--- config.mk ---
export PLATFORM = sky130hd
export DESIGN_NAME = led_pwm_ctrl
export DESIGN_NICKNAME = d
export VERILOG_FILES = /design/src/rtl/led_pwm_ctrl.sv
export SDC_FILE = /design/constraint.sdc
export NUM_CORES = 1
export LEC_CHECK = 0
export CAP_MARGIN = 20
export CORE_MARGIN = 1.5
export CORE_UTILIZATION = 60
export CTS_CLUSTER_SIZE = 25
export DETAILED_ROUTE_END_ITERATION = 6
export GPL_TIMING_DRIVEN = 0
export PLACE_DENSITY = 0.78
export SLEW_MARGIN = 20
export SYNTH_ARGS = -nofsm -noshare
export SYNTH_HDL_FRONTEND = slang
export SYNTH_SLANG_ARGS = --single-unit
--- constraint.sdc ---
create_clock -name clk_i -period 2.55 [get_ports clk_i]
set_input_delay 0.255 -clock clk_i [delete_from_list [all_inputs] [get_ports clk_i]]
set_output_delay 0.255 -clock clk_i [all_outputs]
set_load 0.03 [all_outputs]
--- src/rtl/led_pwm_ctrl.sv ---
// rtl/led_pwm_ctrl.sv - multi-channel LED PWM controller with boundary-synchronised config writes
module led_pwm_ctrl #(
    parameter int                  CHANNELS    = 3,
    parameter int                  WIDTH       = 8,
    parameter int                  PRESC_DIV   = 47,
    parameter int                  RATE_W      = 8,
    parameter logic [CHANNELS-1:0] RST_ON_MASK = 3'b100,
    localparam int                 CW          = (CHANNELS > 1) ? $clog2(CHANNELS) : 1
) (
    input  logic                clk_i,
    input  logic                rst_n_i,
    input  logic                cfg_valid_i,
    output logic                cfg_ready_o,
    input  logic [CW-1:0]       cfg_chan_i,
    input  logic [1:0]          cfg_mode_i,
    input  logic [WIDTH-1:0]    cfg_level_i,
    input  logic [RATE_W-1:0]   cfg_rate_i,
    output logic                cfg_err_o,
    output logic                period_start_o,
    output logic [CHANNELS-1:0] pwm_o
);

    localparam int PW = (PRESC_DIV > 0) ? $clog2(PRESC_DIV + 1) : 1;

    typedef enum logic [1:0] {
        MODE_OFF     = 2'd0,
        MODE_STATIC  = 2'd1,
        MODE_BLINK   = 2'd2,
        MODE_BREATHE = 2'd3
    } mode_e;

    logic [PW-1:0]       presc_q, presc_d;
    logic [WIDTH-1:0]    cnt_q, cnt_d;
    logic                tick, boundary;
    logic                period_start_q;
    logic                cfg_err_q, cfg_err_d;
    logic [CHANNELS-1:0] pwm_q, pwm_d;

    logic                pend_q, pend_d;
    logic [CW-1:0]       stg_chan_q, stg_chan_d;
    mode_e               stg_mode_q, stg_mode_d;
    logic [WIDTH-1:0]    stg_level_q, stg_level_d;
    logic [RATE_W-1:0]   stg_rate_q, stg_rate_d;

    mode_e               mode_q   [CHANNELS];
    mode_e               mode_d   [CHANNELS];
    logic [WIDTH-1:0]    level_q  [CHANNELS];
    logic [WIDTH-1:0]    level_d  [CHANNELS];
    logic [RATE_W-1:0]   rate_q   [CHANNELS];
    logic [RATE_W-1:0]   rate_d   [CHANNELS];
    logic [RATE_W-1:0]   pcount_q [CHANNELS];
    logic [RATE_W-1:0]   pcount_d [CHANNELS];
    logic [WIDTH-1:0]    eff_q    [CHANNELS];
    logic [WIDTH-1:0]    eff_d    [CHANNELS];
    logic [WIDTH-1:0]    duty     [CHANNELS];
    logic [CHANNELS-1:0] phase_q, phase_d;
    logic [CHANNELS-1:0] dir_q, dir_d;

    logic accept;
    logic chan_bad;

    assign tick     = (presc_q == PW'(PRESC_DIV));
    assign boundary = tick && (cnt_q == {WIDTH{1'b1}});

    always_comb begin
        presc_d = tick ? '0 : presc_q + PW'(1);
        cnt_d   = tick ? cnt_q + WIDTH'(1) : cnt_q;
    end

    assign cfg_ready_o = ~pend_q;
    assign accept      = cfg_valid_i && cfg_ready_o;
    assign chan_bad    = 32'(cfg_chan_i) >= 32'(CHANNELS);

    // Accept and apply never coincide: accept needs pend_q low, apply needs it high.
    always_comb begin
        pend_d      = pend_q;
        stg_chan_d  = stg_chan_q;
        stg_mode_d  = stg_mode_q;
        stg_level_d = stg_level_q;
        stg_rate_d  = stg_rate_q;
        cfg_err_d   = 1'b0;
        if (pend_q && boundary) begin
            pend_d = 1'b0;
        end
        if (accept) begin
            if (chan_bad) begin
                cfg_err_d = 1'b1;
            end else begin
                pend_d      = 1'b1;
                stg_chan_d  = cfg_chan_i;
                stg_mode_d  = mode_e'(cfg_mode_i);
                stg_level_d = cfg_level_i;
                stg_rate_d  = cfg_rate_i;
            end
        end
    end

    // dir: 0 = rising, 1 = falling
    always_comb begin
        for (int i = 0; i < CHANNELS; i++) begin
            mode_d[i]   = mode_q[i];
            level_d[i]  = level_q[i];
            rate_d[i]   = rate_q[i];
            pcount_d[i] = pcount_q[i];
            eff_d[i]    = eff_q[i];
            phase_d[i]  = phase_q[i];
            dir_d[i]    = dir_q[i];

            case (mode_q[i])
                MODE_STATIC:  duty[i] = level_q[i];
                MODE_BLINK:   duty[i] = phase_q[i] ? level_q[i] : '0;
                MODE_BREATHE: duty[i] = eff_q[i];
                default:      duty[i] = '0;
            endcase
            pwm_d[i] = (duty[i] == {WIDTH{1'b1}}) || (cnt_q < duty[i]);

            if (boundary) begin
                if (pend_q && (stg_chan_q == CW'(i))) begin
                    mode_d[i]   = stg_mode_q;
                    level_d[i]  = stg_level_q;
                    rate_d[i]   = stg_rate_q;
                    pcount_d[i] = '0;
                    phase_d[i]  = 1'b1;
                    eff_d[i]    = '0;
                    dir_d[i]    = 1'b0;
                end else if (pcount_q[i] == rate_q[i]) begin
                    pcount_d[i] = '0;
                    phase_d[i]  = ~phase_q[i];
                    if (mode_q[i] == MODE_BREATHE) begin
                        if (level_q[i] == '0) begin
                            eff_d[i] = '0;
                            dir_d[i] = 1'b0;
                        end else if (eff_q[i] > level_q[i]) begin
                            eff_d[i] = level_q[i];
                            dir_d[i] = 1'b1;
                        end else if (!dir_q[i]) begin
                            if (eff_q[i] == level_q[i]) begin
                                eff_d[i] = eff_q[i] - WIDTH'(1);
                                dir_d[i] = 1'b1;
                            end else begin
                                eff_d[i] = eff_q[i] + WIDTH'(1);
                                dir_d[i] = ((eff_q[i] + WIDTH'(1)) == level_q[i]);
                            end
                        end else begin
                            if (eff_q[i] == '0) begin
                                eff_d[i] = WIDTH'(1);
                                dir_d[i] = 1'b0;
                            end else begin
                                eff_d[i] = eff_q[i] - WIDTH'(1);
                                dir_d[i] = (eff_q[i] != WIDTH'(1));
                            end
                        end
                    end
                end else begin
                    pcount_d[i] = pcount_q[i] + RATE_W'(1);
                end
            end
        end
    end

    always_ff @(posedge clk_i or negedge rst_n_i) begin
        if (!rst_n_i) begin
            presc_q        <= '0;
            cnt_q          <= '0;
            period_start_q <= 1'b0;
            cfg_err_q      <= 1'b0;
            pwm_q          <= '0;
            pend_q         <= 1'b0;
            stg_chan_q     <= '0;
            stg_mode_q     <= MODE_OFF;
            stg_level_q    <= '0;
            stg_rate_q     <= '0;
            phase_q        <= '1;
            dir_q          <= '0;
            for (int i = 0; i < CHANNELS; i++) begin
                mode_q[i]   <= RST_ON_MASK[i] ? MODE_STATIC : MODE_OFF;
                level_q[i]  <= {WIDTH{RST_ON_MASK[i]}};
                rate_q[i]   <= '0;
                pcount_q[i] <= '0;
                eff_q[i]    <= '0;
            end
        end else begin
            presc_q        <= presc_d;
            cnt_q          <= cnt_d;
            period_start_q <= boundary;
            cfg_err_q      <= cfg_err_d;
            pwm_q          <= pwm_d;
            pend_q         <= pend_d;
            stg_chan_q     <= stg_chan_d;
            stg_mode_q     <= stg_mode_d;
            stg_level_q    <= stg_level_d;
            stg_rate_q     <= stg_rate_d;
            phase_q        <= phase_d;
            dir_q          <= dir_d;
            for (int i = 0; i < CHANNELS; i++) begin
                mode_q[i]   <= mode_d[i];
                level_q[i]  <= level_d[i];
                rate_q[i]   <= rate_d[i];
                pcount_q[i] <= pcount_d[i];
                eff_q[i]    <= eff_d[i];
            end
        end
    end

    assign cfg_err_o      = cfg_err_q;
    assign period_start_o = period_start_q;
    assign pwm_o          = pwm_q;

endmodule

==> results of run 1 <==
-- cells by family (layout without fill, tap and decap cells) --
logic type	Yosys count	count (layout)	synth area share
xor+xnor	66	66	0.0595
mux	100	100	0.113
fa+ha+maj	62	62	0.0798
compound gates	224	224	0.149
simple gates	329	329	0.180
buf+inv	84	145	0.0365
flops	148	148	0.382
-- registers in the layout, indices dropped and copies added (netlist names) --
| name | cells |
|---|---|
| pend_q | 1 |
| eff_q | 24 |
| pcount_q | 24 |
| dir_q | 3 |
| stg_rate_q | 8 |
| cnt_q | 8 |
| cfg_err_o | 1 |
| period_start_o | 1 |
| stg_mode_q | 2 |
| phase_q | 3 |
| mode_q | 6 |
| level_q | 24 |
| rate_q | 24 |
| presc_q | 6 |
| pwm_o | 3 |
| stg_chan_q | 2 |
| stg_level_q | 8 |
-- per-stage QoR --
| stage | hold slack (ps) | instances | setup TNS [ps] |
|---|---|---|---|
| finish | 330 | 1290 | 0 |
| global route | 368 | 1290 | -4.50 |
| CTS | 337 | 1286 | 0 |
| detailed placement | 195 | 1258 | -8640 |
| global placement | 496 | 1257 | -699900 |
| floorplan | -40.6 | 1013 | 0 |
-- layer usage --
layer	part of all wire	vias to the layer above
met5	0	-
met4	0.024	0
met3	0.047	46
met2	0.48	239
met1	0.44	3881
li1	-	3803
-- layout by cell type, fill, tap and decap left out, types with 17 or more instances in the layout --
cell type          n
a21oi_1           41
inv_1             36
clkdlybuf4s50_1   27
xnor2_1           40
dfrtp_1          129
xor2_1            26
nor2_1            51
clkbuf_16         17
clkbuf_1          18
nor3_1            20
ha_1              61
a22oi_1           32
mux2i_1           22
nand2_1           95
mux2_2            78
nand3_1           31
o21ai_0           58
-- cell type report --
type	count	area [sq um]	share of cell area
clock buffers	18	439	0.0400
plain buffers	36	180	0.0164
flip-flops and latches	148	3730	0.339
clock inverters	14	156	0.0142
inverters	38	143	0.0130
repair buffers	39	390	0.0355
well taps	216	270	0.0246
multi-input cells	781	5680	0.517
-- worst paths after layout --
check	from	end	slack, ps	depth (start not counted)
max	level_q[3]$_DFFE_PN1P_	eff_q[2]$_DFFE_PN0P_	20	8
min	rst_n_i	eff_q[23]$_DFFE_PN0P_	330	2
max reg2reg	level_q[3]$_DFFE_PN1P_	eff_q[2]$_DFFE_PN0P_	20	8
min reg2reg	presc_q[0]$_DFF_PN0_	presc_q[0]$_DFF_PN0_	510	1
max in group asynchronous	rst_n_i	phase_q[2]$_DFFE_PN1P_	1390	3
min in group clk_i	cfg_rate_i[2]	stg_rate_q[2]$_DFFE_PN0P_	440	2
-- report_power, final --
group          switching (mW)  total (mW)  internal, mW
registers                   0        2.35          2.35
clock network            1.14        2.56          1.42
logic                  0.0505      0.0863        0.0357
-- timing repair --
action | CTS | global route
endpoints found under the hold margin | 44 | 0
pin swaps | 0 | 1
resized for setup | 7 | 13
hold buffers | 1 | 0
endpoints found under the setup margin | 79 | 22
buffers inserted | 2 | 7
==> out/metrics.cfg, run 1 <==
[setup_path]
cp_data_required_time_ps=2870
cp_max_fo=5
cpPeakStageDelay_ps=570
crit_buf_inv=1
worstSetupPathType=reg2reg
critical-path-top-delay-family=compound AO/OA/AOI/OAI gates
crit_path_start_kind=flip-flop
path_cells=inv_1 -> ha_1 -> and4_2 -> a21oi_1 -> mux2i_1 -> xor2_1 -> a2bb2oi_1 -> nand2_1
cp-end-kind=flip-flop
cp.arrival_ps=2850
worst_path_max_delay_cell=dfstp_2

[timing]
tightest_slew_ps=807
fin_ws_ps=19.8
relSlewSlack=0.460
slew_violations=0
skew_ps=11.2
fmax_mhz=395
final-setup-viol-count=0
period_share=0.992
hold_violations=0
period_needed_ps=2530

[die]
die_area_sq_um=17000
rows=46
initial_utilization=0.612
io-pin-count=29
coreArea_sq_um=15900
fp.dieW_microns=130
dieHeight_microns=130

[cells_and_area]
area_delta_synth_final_pct=13.0
num-fill-cells=1226
nets=1146
utilization=0.692
stdcell_area_sq_um=11000
diodes=0
drive_above_1_share=0.180

[yosys]
synthArstFlopShare=1.00
post-synth-top-count-cell=dfrtp_1
ys_top_cells_by_area=dfrtp_1 35%, mux2_2 9.0%, ha_1 8.0%
synth_edf_count=0
ys_seq_elements=148
ys.flop_type=dfrtp_1
post-synth-top-area-cell=dfrtp_1
syn_inst=1013
ys_top_cells_by_count=136 x dfrtp_1, 95 x nand2_1, 78 x mux2_2
syn_area_sq_um=9720
avgSynthCellArea_sq_um=9.60
synthDistinctLibCells=78
synth_top_area_frac=0.350
synth_nets=1098
yosys_warnings=0
ys_seq_area_frac=0.382

[clocking]
cts_buffer_depth=2
clk_pin_slew_ps=70
cts_inserted_buffers=17
cts_sinks=148
htree_levels=4
root_buffer=clkbuf_16
tritoncts=yes
worstSkewPairLatency_ps=430

[placed_design]
place_ws_ps=-331
dp_hpwl_mm=16.9
place_congestion=0.895
port-buffer-count=28
place_area_sq_um=10300

[global_routing]
globalRouteMet3Util=0.0521
grt_overflow=0
grt_max_degree=103
grt_pass1_vias=7525
grt_antenna_before_repair=0
grt_usage=0.293
grt_use_met2=0.476
grt_use_met1=0.388
grt_busiest_layer=met2
grt_pass1_wl_mm=38.3

[job]
maxCapViolations=0

[power]
finalPower_mw=5.00
p_per_area_nw_per_um2=455
p_leak_nw=5.09
ir_drop_uv=479

[drt]
first_pass_iters=6
wl_mm=23.8
drt_iter0_markers=738
drc_errors=0
ant_nets=0
wl_per_cell_microns=18.5
vias_per_cell=6.18
via_count=7969

[worst_hold_path]
hold_path.class=in2async

[status]
status=finished, final reports clean

(Power assumes the default switching activity.)
==> inputs of run 2 (changes only) <==
Settings changed: PLACE_DENSITY 0.78 to 0.8.
==> out/metrics.cfg, run 2 (synthesized netlist as in run 1, its figures left out) <==
[drt]
vias_per_cell=6.27  ; +1.5%
first_pass_iters=7  ; +1
wl_mm=23.9  ; +0.46%
drt_iter0_markers=701  ; -5.0%
ant_nets=0  ; unchanged
via_count=8059  ; +1.1%
drc_errors=0  ; unchanged
wl_per_cell_microns=18.6  ; +0.85%

[placed_design]
dp_hpwl_mm=17.1  ; +1.5%
place_area_sq_um=10300  ; unchanged
dp.cells=1258  ; unchanged
port-buffer-count=28  ; unchanged
place_ws_ps=-303  ; +27.7 ps
place_congestion=0.933  ; +4.2%

[power]
p_per_area_nw_per_um2=448  ; -1.5%
ir_drop_uv=474  ; -1.1%
p_leak_nw=5.05  ; -0.77%

[die]
die_area_sq_um=17000  ; unchanged
io-pin-count=29  ; unchanged
dieHeight_microns=130  ; unchanged
rows=46  ; unchanged
coreArea_sq_um=15900  ; unchanged
fp.dieW_microns=130  ; unchanged
initial_utilization=0.612  ; unchanged

[cells_and_area]
diodes=0  ; unchanged
final_common_cell=dfrtp_1
num-fill-cells=1208  ; -1.5%
mostFrequentLayoutCells=127 x dfrtp_1, 95 x nand2_1, 78 x mux2_2
nets=1141  ; -0.44%
instances_no_fill=1285  ; -0.39%
stdcell_area_sq_um=11000  ; -0.33%
area_delta_synth_final_pct=12.7
drive_above_1_share=0.181  ; +0.000841

[setup_path]
worstSetupPathType=reg2reg
cp_max_fo=8  ; +3
crit_path_start_kind=flip-flop
cp.arrival_ps=2830  ; -20 ps
cp_data_required_time_ps=2910  ; +40 ps
cp-end-kind=flip-flop

[status]
status=finished, final reports clean

[clocking]
tritoncts=yes
worstSkewPairLatency_ps=440  ; about the same
cts_inserted_buffers=17  ; unchanged
cts_sinks=148  ; unchanged
htree_levels=4  ; unchanged
cts_buffer_depth=2  ; unchanged
clk_pin_slew_ps=70  ; about the same
root_buffer=clkbuf_16

[timing]
skew_ps=11.3  ; +0.0496 ps
hold_slack_ps=324  ; -6.56 ps
fmax_mhz=404  ; +2.3%
slew_violations=0  ; unchanged
fin_ws_ps=76.1  ; +56.3 ps
hold_violations=0  ; unchanged
final-setup-viol-count=0  ; unchanged
tightest_slew_ps=799  ; -8.19 ps
relSlewSlack=0.465  ; +0.00548
period_needed_ps=2470  ; -56.3 ps
period_share=0.970  ; -0.0221
grt_setup_unrepaired=false
tns_ps=0  ; unchanged

[global_routing]
grt_max_degree=103  ; unchanged
grt_usage=0.294  ; +0.00159
grt_antenna_before_repair=0  ; unchanged
grt_pass1_wl_mm=38.9  ; +1.7%
grt_overflow=0  ; unchanged
grt_pass1_vias=7745  ; +2.9%

[worst_hold_path]
hold_path.class=in2async

[job]
maxCapViolations=0  ; unchanged

==> run 2: path summary, 6_finish.rpt <==
kind,slack [ps],startpoint,depth (start not counted),end
worst max-delay path,80,level_q[2]$_DFFE_PN1P_,8,eff_q[0]$_DFFE_PN0P_
worst min-delay path,320,rst_n_i,2,eff_q[4]$_DFFE_PN0P_
max in group asynchronous,1400,rst_n_i,3,level_q[6]$_DFFE_PN1P_
worst min register to register,510,presc_q[0]$_DFF_PN0_,1,presc_q[0]$_DFF_PN0_
min in group clk_i,410,cfg_chan_i[1],3,cfg_err_o$_DFF_PN0_
worst max register to register,80,level_q[2]$_DFFE_PN1P_,8,eff_q[0]$_DFFE_PN0P_
==> run 2: per-layer routing <==
metal,vias up,share of wire,global-route usage,wire (microns)
li1,3785,-,-,-
met1,3974,0.44,0.384,10600
met2,257,0.48,0.491,11500
met3,43,0.048,0.0558,1150
met4,0,0.025,0.103,605
met5,-,0,0,0
==> run 2: layout make-up <==
| class | instances | area (sq um) | area share |
|---|---|---|---|
| Tap cell | 216 | 270 | 0.0247 |
| Sequential cell | 148 | 3730 | 0.340 |
| Multi-Input combinational cell | 781 | 5690 | 0.519 |
| Clock buffer | 17 | 425 | 0.0388 |
| Timing Repair Buffer | 35 | 360 | 0.0329 |
| Clock inverter | 15 | 156 | 0.0143 |
| Inverter | 38 | 145 | 0.0132 |
| Buffer | 35 | 180 | 0.0164 |
==> run 2: what timing repair did <==
action	4_1_cts	5_1_grt
pin swaps	0	1
hold endpoints to repair	46	0
buffers inserted	2	3
gates resized for setup	13	16
hold buffers	1	0
setup endpoints to repair	79	34
==> run 2: metrics by stage <==
stage / total power [mW] / util
floorplan: 2.39 / -
global placement: 2.48 / 0.647
detailed placement: 2.48 / 0.649
CTS: 4.93 / 0.688
global route: 5.03 / 0.690
finish: 4.91 / 0.690
==> run 2: worst max-delay path: stages, from the launching register on <==
cell	delay [ps]
dfstp_2	640
inv_1	70
ha_1	310
and4_2	280
or2b_2	290
a21o_2	240
and2_0	250
mux2i_1	150
o21ai_0	160
==> run 2: power by group <==
part | total [mW] | switching, mW | internal (mW)
Clock | 2.47 | 1.17 | 1.30
Combinational | 0.0877 | 0.0519 | 0.0358
Sequential | 2.35 | 0 | 2.35
Total | 4.91 | 1.22 | 3.69
==> inputs of run 3 (changes only) <==
Settings changed: CORE_UTILIZATION 60 to 63, PLACE_DENSITY 0.8 to 0.83.
Clock period 2.55 ns to 2.3 ns, I/O delays scaled along.
==> out/metrics.cfg, run 3 (synthesized netlist as in run 1, its figures left out) <==
[timing]
period_needed_ps=2320  ; -152 ps
fin_ws_ps=-21.8  ; -97.9 ps
tns_ps=-34.5  ; -34.5 ps
skew_ps=11.7  ; +0.437 ps
tightest_slew_ps=834  ; +35.4 ps
fmax_mhz=431  ; +6.6%
grt_setup_unrepaired=true
hold_violations=0  ; unchanged
slew_violations=0  ; unchanged
period_share=1.01  ; +0.0393
hold_slack_ps=376  ; +52.3 ps
relSlewSlack=0.441  ; -0.0237
final-setup-viol-count=2  ; +2

[global_routing]
grt_overflow=0  ; unchanged
grt_pass1_vias=7961  ; +2.8%
grt_antenna_before_repair=0  ; unchanged
grt_usage=0.315  ; +0.0213
grt_max_degree=78  ; -24%
grt_pass1_wl_mm=40.3  ; +3.4%

[clocking]
cts_inserted_buffers=17  ; unchanged
root_buffer=clkbuf_16
cts_sinks=148  ; unchanged
tritoncts=yes
htree_levels=4  ; unchanged
clk_pin_slew_ps=70  ; about the same
worstSkewPairLatency_ps=430  ; about the same
cts_buffer_depth=2  ; unchanged

[die]
fp.dieW_microns=127  ; -2.4%
coreArea_sq_um=15100  ; -4.7%
io-pin-count=29  ; unchanged
die_area_sq_um=16200  ; -4.7%
dieHeight_microns=127  ; -2.4%
rows=45  ; -2.2%
initial_utilization=0.642  ; +0.0299

[setup_path]
path_cells=inv_1 -> ha_1 -> and4_4 -> or2b_2 -> a21o_4 -> and2_4 -> mux2i_1 -> o21ai_1
cp.arrival_ps=2630  ; -200 ps
cpPeakStageDelay_ps=570  ; -70 ps
crit_path_start_kind=flip-flop
cp_data_required_time_ps=2610  ; -300 ps
worstSetupPathType=reg2reg
worst_path_max_delay_cell=dfstp_2
cp_max_fo=5  ; -3
cp-end-kind=flip-flop

[placed_design]
port-buffer-count=28  ; unchanged
place_area_sq_um=10300  ; -0.33%
dp.cells=1230  ; -2.2%
place_ws_ps=-552  ; -249 ps
place_congestion=0.921  ; -1.3%
dp_hpwl_mm=17.2  ; +0.65%

[status]
violations=setup timing
status=complete, but fails checks

[cells_and_area]
nets=1174  ; +2.9%
instances_no_fill=1290  ; +0.39%
final_common_cell=dfrtp_1
seqCellArea_sq_um=3740  ; +0.37%
mostFrequentLayoutCells=116 x dfrtp_1, 95 x nand2_1, 76 x mux2_2
stdcell_area_sq_um=11500  ; +4.7%
diodes=0  ; unchanged
area_delta_synth_final_pct=17.9
drive_above_1_share=0.248  ; +0.0672
utilization=0.757  ; +0.0675
num-fill-cells=1008  ; -17%
multi_input_area_sq_um=5930  ; +4.4%

[drt]
first_pass_iters=5  ; -2
drt_iter0_markers=771  ; +10%
ant_nets=0  ; unchanged
drc_errors=0  ; unchanged
vias_per_cell=6.52  ; +3.9%
via_count=8408  ; +4.3%
wl_mm=26.0  ; +8.4%
wl_per_cell_microns=20.1  ; +8.0%

[power]
finalPower_mw=5.52  ; +12%
ir_drop_uv=476  ; +0.47%
p_per_area_nw_per_um2=481  ; +7.4%
p_leak_nw=5.30  ; +4.9%

[job]
maxCapViolations=0  ; unchanged

[worst_hold_path]
hold_path.class=in2async

## run 3: timing repair
item	in CTS	in global routing
setup buffers	13	24
resized for setup	40	70
hold buffers	1	0
pin swaps	1	10
setup endpoints to repair	110	69
endpoints found under the hold margin	74	0
## run 3: area by class of cell
class,count,share of cell area
Buffer,36,0.0189
Timing Repair Buffer,67,0.0522
Sequential cell,148,0.326
Tap cell,188,0.0205
Multi-Input combinational cell,781,0.518
Clock inverter,14,0.0135
Clock buffer,18,0.0383
Inverter,38,0.0127
## run 3: path summary, 6_finish.rpt
kind | start | end | slack (ps) | cells after the start
setup / recovery | level_q[7]$_DFFE_PN1P_ | eff_q[7]$_DFFE_PN0P_ | -20 | 8
hold / removal | rst_n_i | eff_q[11]$_DFFE_PN0P_ | 380 | 2
setup reg to reg | level_q[7]$_DFFE_PN1P_ | eff_q[7]$_DFFE_PN0P_ | -20 | 8
hold reg to reg | presc_q[0]$_DFF_PN0_ | presc_q[0]$_DFF_PN0_ | 510 | 1
max in group asynchronous | rst_n_i | level_q[6]$_DFFE_PN1P_ | 1110 | 3
min in group clk_i | cfg_rate_i[0] | stg_rate_q[0]$_DFFE_PN0P_ | 410 | 2
## run 3: worst max-delay path, delay by kind of cell (launching register included)
family | cells | cell delay (ps)
mux | 1 | 180
simple gates | 3 | 760
compound gates | 2 | 310
flops | 1 | 570
fa+ha+maj | 1 | 310
buf+inv | 1 | 60
## run 3: metal layers
metal / up-vias / global-route usage / share of wire
met1: 4120 / 0.419 / 0.43
met3: 96 / 0.0415 / 0.057
met2: 351 / 0.519 / 0.48
met5: - / 0 / 0
met4: 0 / 0.144 / 0.039
li1: 3841 / - / -
## run 3: power breakdown
part | switching, mW | internal [mW] | total (mW)
sequential | 0 | 2.60 | 2.60
clock | 1.24 | 1.57 | 2.81
combinational | 0.0582 | 0.0397 | 0.0979
